`config.mk`:
```
export PLATFORM = sky130hd
export DESIGN_NAME = s_key_scheduler_flat
export DESIGN_NICKNAME = d
export VERILOG_FILES = /design/src/rtl/s_key_scheduler_if.sv /design/src/rtl/s_key_scheduler.sv /design/src/flat_wrapper.sv
export SDC_FILE = /design/constraint.sdc
export NUM_CORES = 1
export LEC_CHECK = 0
export BUFFER_PORTS_ARGS = -buffer_cell sky130_fd_sc_hd__buf_2
export CAP_MARGIN = 20
export CORE_ASPECT_RATIO = 0.8
export CORE_UTILIZATION = 42
export CTS_CLUSTER_SIZE = 25
export DETAILED_ROUTE_END_ITERATION = 7
export GPL_ROUTABILITY_DRIVEN = 0
export PLACE_DENSITY_LB_ADDON = 0.25
export SYNTH_ARGS = -nofsm -noshare
export SYNTH_HDL_FRONTEND = slang
export SYNTH_SLANG_ARGS = --single-unit
```
`constraint.sdc`:
```
create_clock -name clk -period 5.6 [get_ports clk]
set_clock_uncertainty 0.05 [all_clocks]
set_input_delay 0.28 -clock clk [delete_from_list [all_inputs] [get_ports clk]]
set_output_delay 0.28 -clock clk [all_outputs]
set_load 0.005 [all_outputs]
```
`src/rtl/s_key_scheduler_if.sv`:
```
// S-memory side bus of the RC4 key scheduler: start/key handshake plus the
// single-port 256x8 S memory address/data/write-enable/read-data signals.
interface s_key_scheduler_if #(
  parameter int KEY_BYTES = 3
);
  logic                   start;
  logic [8*KEY_BYTES-1:0] secret_key;
  logic [7:0]             s_read_data;
  logic [7:0]             address;
  logic [7:0]             data;
  logic                   s_mem_wren;
  logic                   done;

  // Upstream controller plus S memory: drives start/key and memory q.
  modport master (
    output start,
    output secret_key,
    output s_read_data,
    input  address,
    input  data,
    input  s_mem_wren,
    input  done
  );

  // Key scheduler: consumes start/key/q, drives the memory port and done.
  modport slave (
    input  start,
    input  secret_key,
    input  s_read_data,
    output address,
    output data,
    output s_mem_wren,
    output done
  );
endinterface

```
`src/rtl/s_key_scheduler.sv`:
```
// RC4 key-scheduling pass over an S memory that already holds the identity
// permutation. Each iteration reads s[i], updates j, reads s[j], then writes
// s[i] and s[j] back swapped. Memory read data arrives one cycle after the
// address, so every read is a present-address / capture pair of states.
module s_key_scheduler #(
  parameter int KEY_BYTES = 3
) (
  input  logic           clk,
  input  logic           rst,
  s_key_scheduler_if.slave bus
);

  localparam int KW = (KEY_BYTES > 1) ? $clog2(KEY_BYTES) : 1;
  localparam logic [KW-1:0] K_LAST = KW'(KEY_BYTES - 1);

  typedef enum logic [3:0] {
    IDLE,
    READ_I,
    CAPTURE_I,
    READ_J,
    CAPTURE_J,
    WRITE_I,
    WRITE_J,
    INCREMENT,
    DONE
  } state_t;

  state_t                 state_reg, state_next;
  logic [7:0]             i_reg, i_next;
  logic [7:0]             j_reg, j_next;
  logic [7:0]             si_reg, si_next;
  logic [7:0]             sj_reg, sj_next;
  logic [KW-1:0]          k_reg, k_next;
  logic [8*KEY_BYTES-1:0] key_q_reg, key_q_next;

  logic [7:0]             key_bytes [KEY_BYTES];
  logic [7:0]             key_byte;

  logic [7:0]             address_c;
  logic [7:0]             data_c;
  logic                   wren_c;
  logic                   done_c;

  // Byte 0 of the key is the most significant byte of the latched key.
  generate
    for (genvar gi = 0; gi < KEY_BYTES; gi++) begin : g_key_bytes
      assign key_bytes[gi] = key_q_reg[8*KEY_BYTES-1-8*gi -: 8];
    end
  endgenerate

  assign key_byte = key_bytes[k_reg];

  // State and datapath registers; reset abandons any pass in progress.
  always_ff @(posedge clk or posedge rst) begin
    if (rst) begin
      state_reg <= IDLE;
      i_reg     <= '0;
      j_reg     <= '0;
      si_reg    <= '0;
      sj_reg    <= '0;
      k_reg     <= '0;
      key_q_reg <= '0;
    end else begin
      state_reg <= state_next;
      i_reg     <= i_next;
      j_reg     <= j_next;
      si_reg    <= si_next;
      sj_reg    <= sj_next;
      k_reg     <= k_next;
      key_q_reg <= key_q_next;
    end
  end

  // Next-state, datapath updates and memory-port decode from the state.
  always_comb begin
    state_next = state_reg;
    i_next     = i_reg;
    j_next     = j_reg;
    si_next    = si_reg;
    sj_next    = sj_reg;
    k_next     = k_reg;
    key_q_next = key_q_reg;
    address_c  = 8'd0;
    data_c     = 8'd0;
    wren_c     = 1'b0;
    done_c     = 1'b0;

    case (state_reg)
      IDLE: begin
        if (bus.start) begin
          i_next     = 8'd0;
          j_next     = 8'd0;
          k_next     = '0;
          key_q_next = bus.secret_key;
          state_next = READ_I;
        end
      end
      READ_I: begin
        address_c  = i_reg;
        state_next = CAPTURE_I;
      end
      CAPTURE_I: begin
        // Carries drop: j wraps modulo 256 by construction.
        address_c  = i_reg;
        si_next    = bus.s_read_data;
        j_next     = j_reg + bus.s_read_data + key_byte;
        state_next = READ_J;
      end
      READ_J: begin
        address_c  = j_reg;
        state_next = CAPTURE_J;
      end
      CAPTURE_J: begin
        address_c  = j_reg;
        sj_next    = bus.s_read_data;
        state_next = WRITE_I;
      end
      WRITE_I: begin
        address_c  = i_reg;
        data_c     = sj_reg;
        wren_c     = 1'b1;
        state_next = WRITE_J;
      end
      WRITE_J: begin
        // When i == j this rewrites the same cell with si == sj: a no-op swap.
        address_c  = j_reg;
        data_c     = si_reg;
        wren_c     = 1'b1;
        state_next = INCREMENT;
      end
      INCREMENT: begin
        if (i_reg == 8'd255) begin
          state_next = DONE;
        end else begin
          i_next     = i_reg + 8'd1;
          k_next     = (k_reg == K_LAST) ? '0 : k_reg + KW'(1);
          state_next = READ_I;
        end
      end
      DONE: begin
        done_c     = 1'b1;
        state_next = IDLE;
      end
      default: begin
        state_next = IDLE;
      end
    endcase
  end

  assign bus.address    = address_c;
  assign bus.data       = data_c;
  assign bus.s_mem_wren = wren_c;
  assign bus.done       = done_c;

endmodule
```
`src/flat_wrapper.sv`:
```
// flat-port wrapper written by rule: the top's interface ports become plain ports
module s_key_scheduler_flat 
#(
  parameter int KEY_BYTES = 3
)
  (clk, rst, bus_start, bus_secret_key, bus_s_read_data, bus_address, bus_data, bus_s_mem_wren, bus_done);
  s_key_scheduler_if #(.KEY_BYTES(KEY_BYTES)) bus_i ();
  input  logic clk;
  input  logic rst;
  input wire logic [$bits(bus_i.start)-1:0] bus_start;
  input wire logic [$bits(bus_i.secret_key)-1:0] bus_secret_key;
  input wire logic [$bits(bus_i.s_read_data)-1:0] bus_s_read_data;
  output wire logic [$bits(bus_i.address)-1:0] bus_address;
  output wire logic [$bits(bus_i.data)-1:0] bus_data;
  output wire logic [$bits(bus_i.s_mem_wren)-1:0] bus_s_mem_wren;
  output wire logic [$bits(bus_i.done)-1:0] bus_done;
  assign bus_i.start = bus_start;
  assign bus_i.secret_key = bus_secret_key;
  assign bus_i.s_read_data = bus_s_read_data;
  assign bus_address = bus_i.address;
  assign bus_data = bus_i.data;
  assign bus_s_mem_wren = bus_i.s_mem_wren;
  assign bus_done = bus_i.done;
  s_key_scheduler #(.KEY_BYTES(KEY_BYTES)) u_core (.clk(clk), .rst(rst), .bus(bus_i));
endmodule
```
==> results.ini <==
[synthesis]
synth.ff_latch_count=62
top_area_cell_type_share_of_the_netlist_area_pct=45.9
postSynthNetCount=403
post_synth_and_or_nand_nor_area_fraction_pct=21.3
largest_family_of_logic_cells_by_synthesized_area=simple AND/OR/NAND/NOR gates
yosysWarnings=0
synth.distinct_cells=42
yosys.area.top_type=dfrtp_1
seq_area_frac_synth_pct=45.9
ys.flop_type=dfrtp_1
synth_xor_xnor_area_share_pct=2.85
postSynth.asyncResetShare_pct=100
synthAdderAreaFrac_pct=7.32
synth_edf_count=0
synthesis.area_per_instance_sq_um=9.58
post_synth_mux_area_share_pct=8.51
post_synth_inst_count=353
synthesis.area_sq_mm=0.00338
largest_cells_by_area_after_synthesis=dfrtp_1, nand2_1, fa_1
synth_compound_area_share_pct=9.95

[setup_path]
worst-endpoint-required_ps=5730
startpoint_type=flop
timing.setup.critical_path_class=flop to flop
crit_path_max_fanout=19
data_arrival_time_of_the_worst_path_ps=3330
type_of_destination_of_the_critical_path=flop

[grt]
grt_antenna_before_repair=0
grt-ovfl-total=0
first_global_vias=2423
first_pass_grt_wire_length_mm=11.8
globalRouteTotalUtil_pct=18.9
largest_net_degree_at_the_start_of_global_routing=63

[timing]
totalNegativeSetupSlack_ps=0
worst_pin_slew_ps=1010
period_minus_slack_ps=3200
max_slew_margin_pct=32.5
min_period_over_period_pct=57.2
final-max-slew-violation-count=0
maximum_clock_frequency_ghz=0.312
final_hold_fails=0
grt_setup_unrepaired=false
setup_violations=0

[cts]
clk_latency_worst_skew_pair_ps=340
post_cts_hold_buffer_count=0
postCtsResizedCells=0
cts_post_setup_buffers_inserted=0
numClockSinks=62
clk_root_buffer_cell=clkbuf_8
h-tree-depth=3
tritoncts=done
cts.path.max_buffers=2
cts_made_buffers=9
clkSlewWorstSetupHoldPaths_ps=70

[final_layout]
largest_register_ffs=24
num_antenna_cells=0
finish.net_count=447
fraction_of_final_layout_cells_with_drive_strength_greater_than_1_pct=23.6
area_growth_syn_to_fin_pct=15.4

[placement]
dp_hpwl_mm=4.97
buffer_ports.inserted=52

[job]
number_of_max_cap_violations=0

[pwr]
leakage_nw=1.89
totalPowerFinal_w=0.00244
power.share.switching_pct=40.5
p_switching_w=0.000988
p_int_w=0.00145
comb_power_share_pct=48.4
power.density_cell_area_mw_per_mm2=624
clock_power_share_pct=16.5
seq_pwr_share_pct=35.1
worst_ir_drop_vdd_v=0.000327

[floorplan]
die_h_um=82.3
core_sq_mm=0.00760
floorplan.initialDensity_pct=44.5
floorplan.die.width_um=102
ioPinCount=53
fp-row-count=28
fp.dieArea_sq_mm=0.00842

[routing]
wl_per_cell_um=14.0
detailroute.via_count=2573
firstDrtPassIters=4
post-route-drc-count=0
vias_per_cell=5.07
wl_mm=7.09
initialDrtViolationCount=106
route.antenna.remaining_nets=0

[outcome]
outcome=finished clean

[hold_path]
holdCritPathClass=input port to flop

==> per-layer routing <==
layer / vias to the layer above / GRT usage (%) / part of all wire (%)
met5: - / 0 / 0
met4: 0 / 7.29 / 1.6
met3: 11 / 5.05 / 4.1
met2: 59 / 28.5 / 46
met1: 1222 / 26.0 / 49
li1: 1281 / - / -
==> synth_stat cells, drive strengths merged (2+ instances only) <==
cell type,n
a21o,2
mux2,16
o21bai,2
a21oi,8
nor4b,2
xnor2,7
nor3b,2
a22oi,16
or3,2
nand4,3
nor2b,2
clkbuf,13
o21ai,11
and3,2
buf,9
inv,8
xor2,4
nand2,89
o22ai,9
nor2,29
dfrtp,62
mux2i,10
nand2b,6
nor3,5
fa,8
nand3,12
ha,7
==> critical path, stage by stage (launching register included) <==
cell and delay [ps]:
dfrtp_1 800, mux2i_1 250, o22ai_1 100, fa_1 520
ha_1 160, inv_1 50, fa_1 390, nand2b_1 180
a21oi_1 180, o22ai_1 130, xnor2_1 140, o21ai_1 80
==> final cells by class <==
cell class                      instances  area (sq um)
Multi-Input combinational cell        261          1690
Sequential cell                        62          1550
Timing Repair Buffer                   55           300
Inverter                                8          30.0
Fill cell                             717          3700
Clock buffer                           12           155
Tap cell                              105           131
Clock inverter                          4          45.0
==> final timing paths <==
| kind | from | to | slack (ps) | cells after the start |
|---|---|---|---|---|
| max | u_core.k_reg[1]$_DFFE_PP0P_ | u_core.j_reg[7]$_DFFE_PP0P_ | 2400 | 11 |
| min | bus_secret_key[19] | u_core.key_bytes[19]$_DFFE_PP0P_ | 80 | 3 |
| max reg2reg | u_core.k_reg[1]$_DFFE_PP0P_ | u_core.j_reg[7]$_DFFE_PP0P_ | 2400 | 11 |
| min reg2reg | u_core.key_bytes[8]$_DFFE_PP0P_ | u_core.key_bytes[8]$_DFFE_PP0P_ | 420 | 2 |
| max in group asynchronous | rst | u_core.key_bytes[17]$_DFFE_PP0P_ | 4860 | 3 |
| min in group asynchronous | rst | u_core.sj_reg[3]$_DFFE_PP0P_ | 120 | 3 |
==> cell families (layout without fill, tap and decap cells) <==
| family | count (synthesis) | after routing |
|---|---|---|
| AO/OA/AOI/OAI | 51 | 51 |
| buffers and inverters | 30 | 79 |
| adder cells (fa/ha/maj) | 15 | 15 |
| AND/OR/NAND/NOR | 158 | 158 |
| multiplexers | 26 | 26 |
| XOR/XNOR | 11 | 11 |
| flip-flops | 62 | 62 |
==> through the flow <==
step	setup WS [ps]	std cells	cell area [sq um]	util (%)	hold WS, ps
after floorplan	2740	353	3380	-	335
after global placement	2460	490	3680	48.4	410
after detailed placement	2390	490	3680	48.4	413
after CTS	2400	506	3880	51.0	61.0
after global routing	2160	507	3900	51.3	65.3
final	2400	507	3900	51.3	80.1
==> power by group through the flow <==
stage	Sequential [W]	Clock, W	Combinational, W
floorplan	0.000751	0	0.00101
global placement	0.000856	0	0.00114
detailed placement	0.000862	0	0.00117
CTS	0.000854	0.000413	0.00118
global route	0.000888	0.000434	0.00134
finish	0.000855	0.000402	0.00118
==> cells in the final DEF, fill, tap and decap left out, types with 3 or more instances in the layout <==
master,count
a21oi_1,8
a22oi_1,16
buf_2,52
clkbuf_8,11
clkinv_2,3
dfrtp_1,62
fa_1,8
ha_1,7
inv_1,7
mux2_2,14
mux2i_1,10
nand2_1,89
nand2b_1,5
nand3_1,12
nand4_1,3
nor2_1,29
nor3_1,5
o21ai_0,4
o21ai_1,7
o22ai_1,9
xnor2_1,7
xor2_1,4
(Power assumes the default switching activity.)
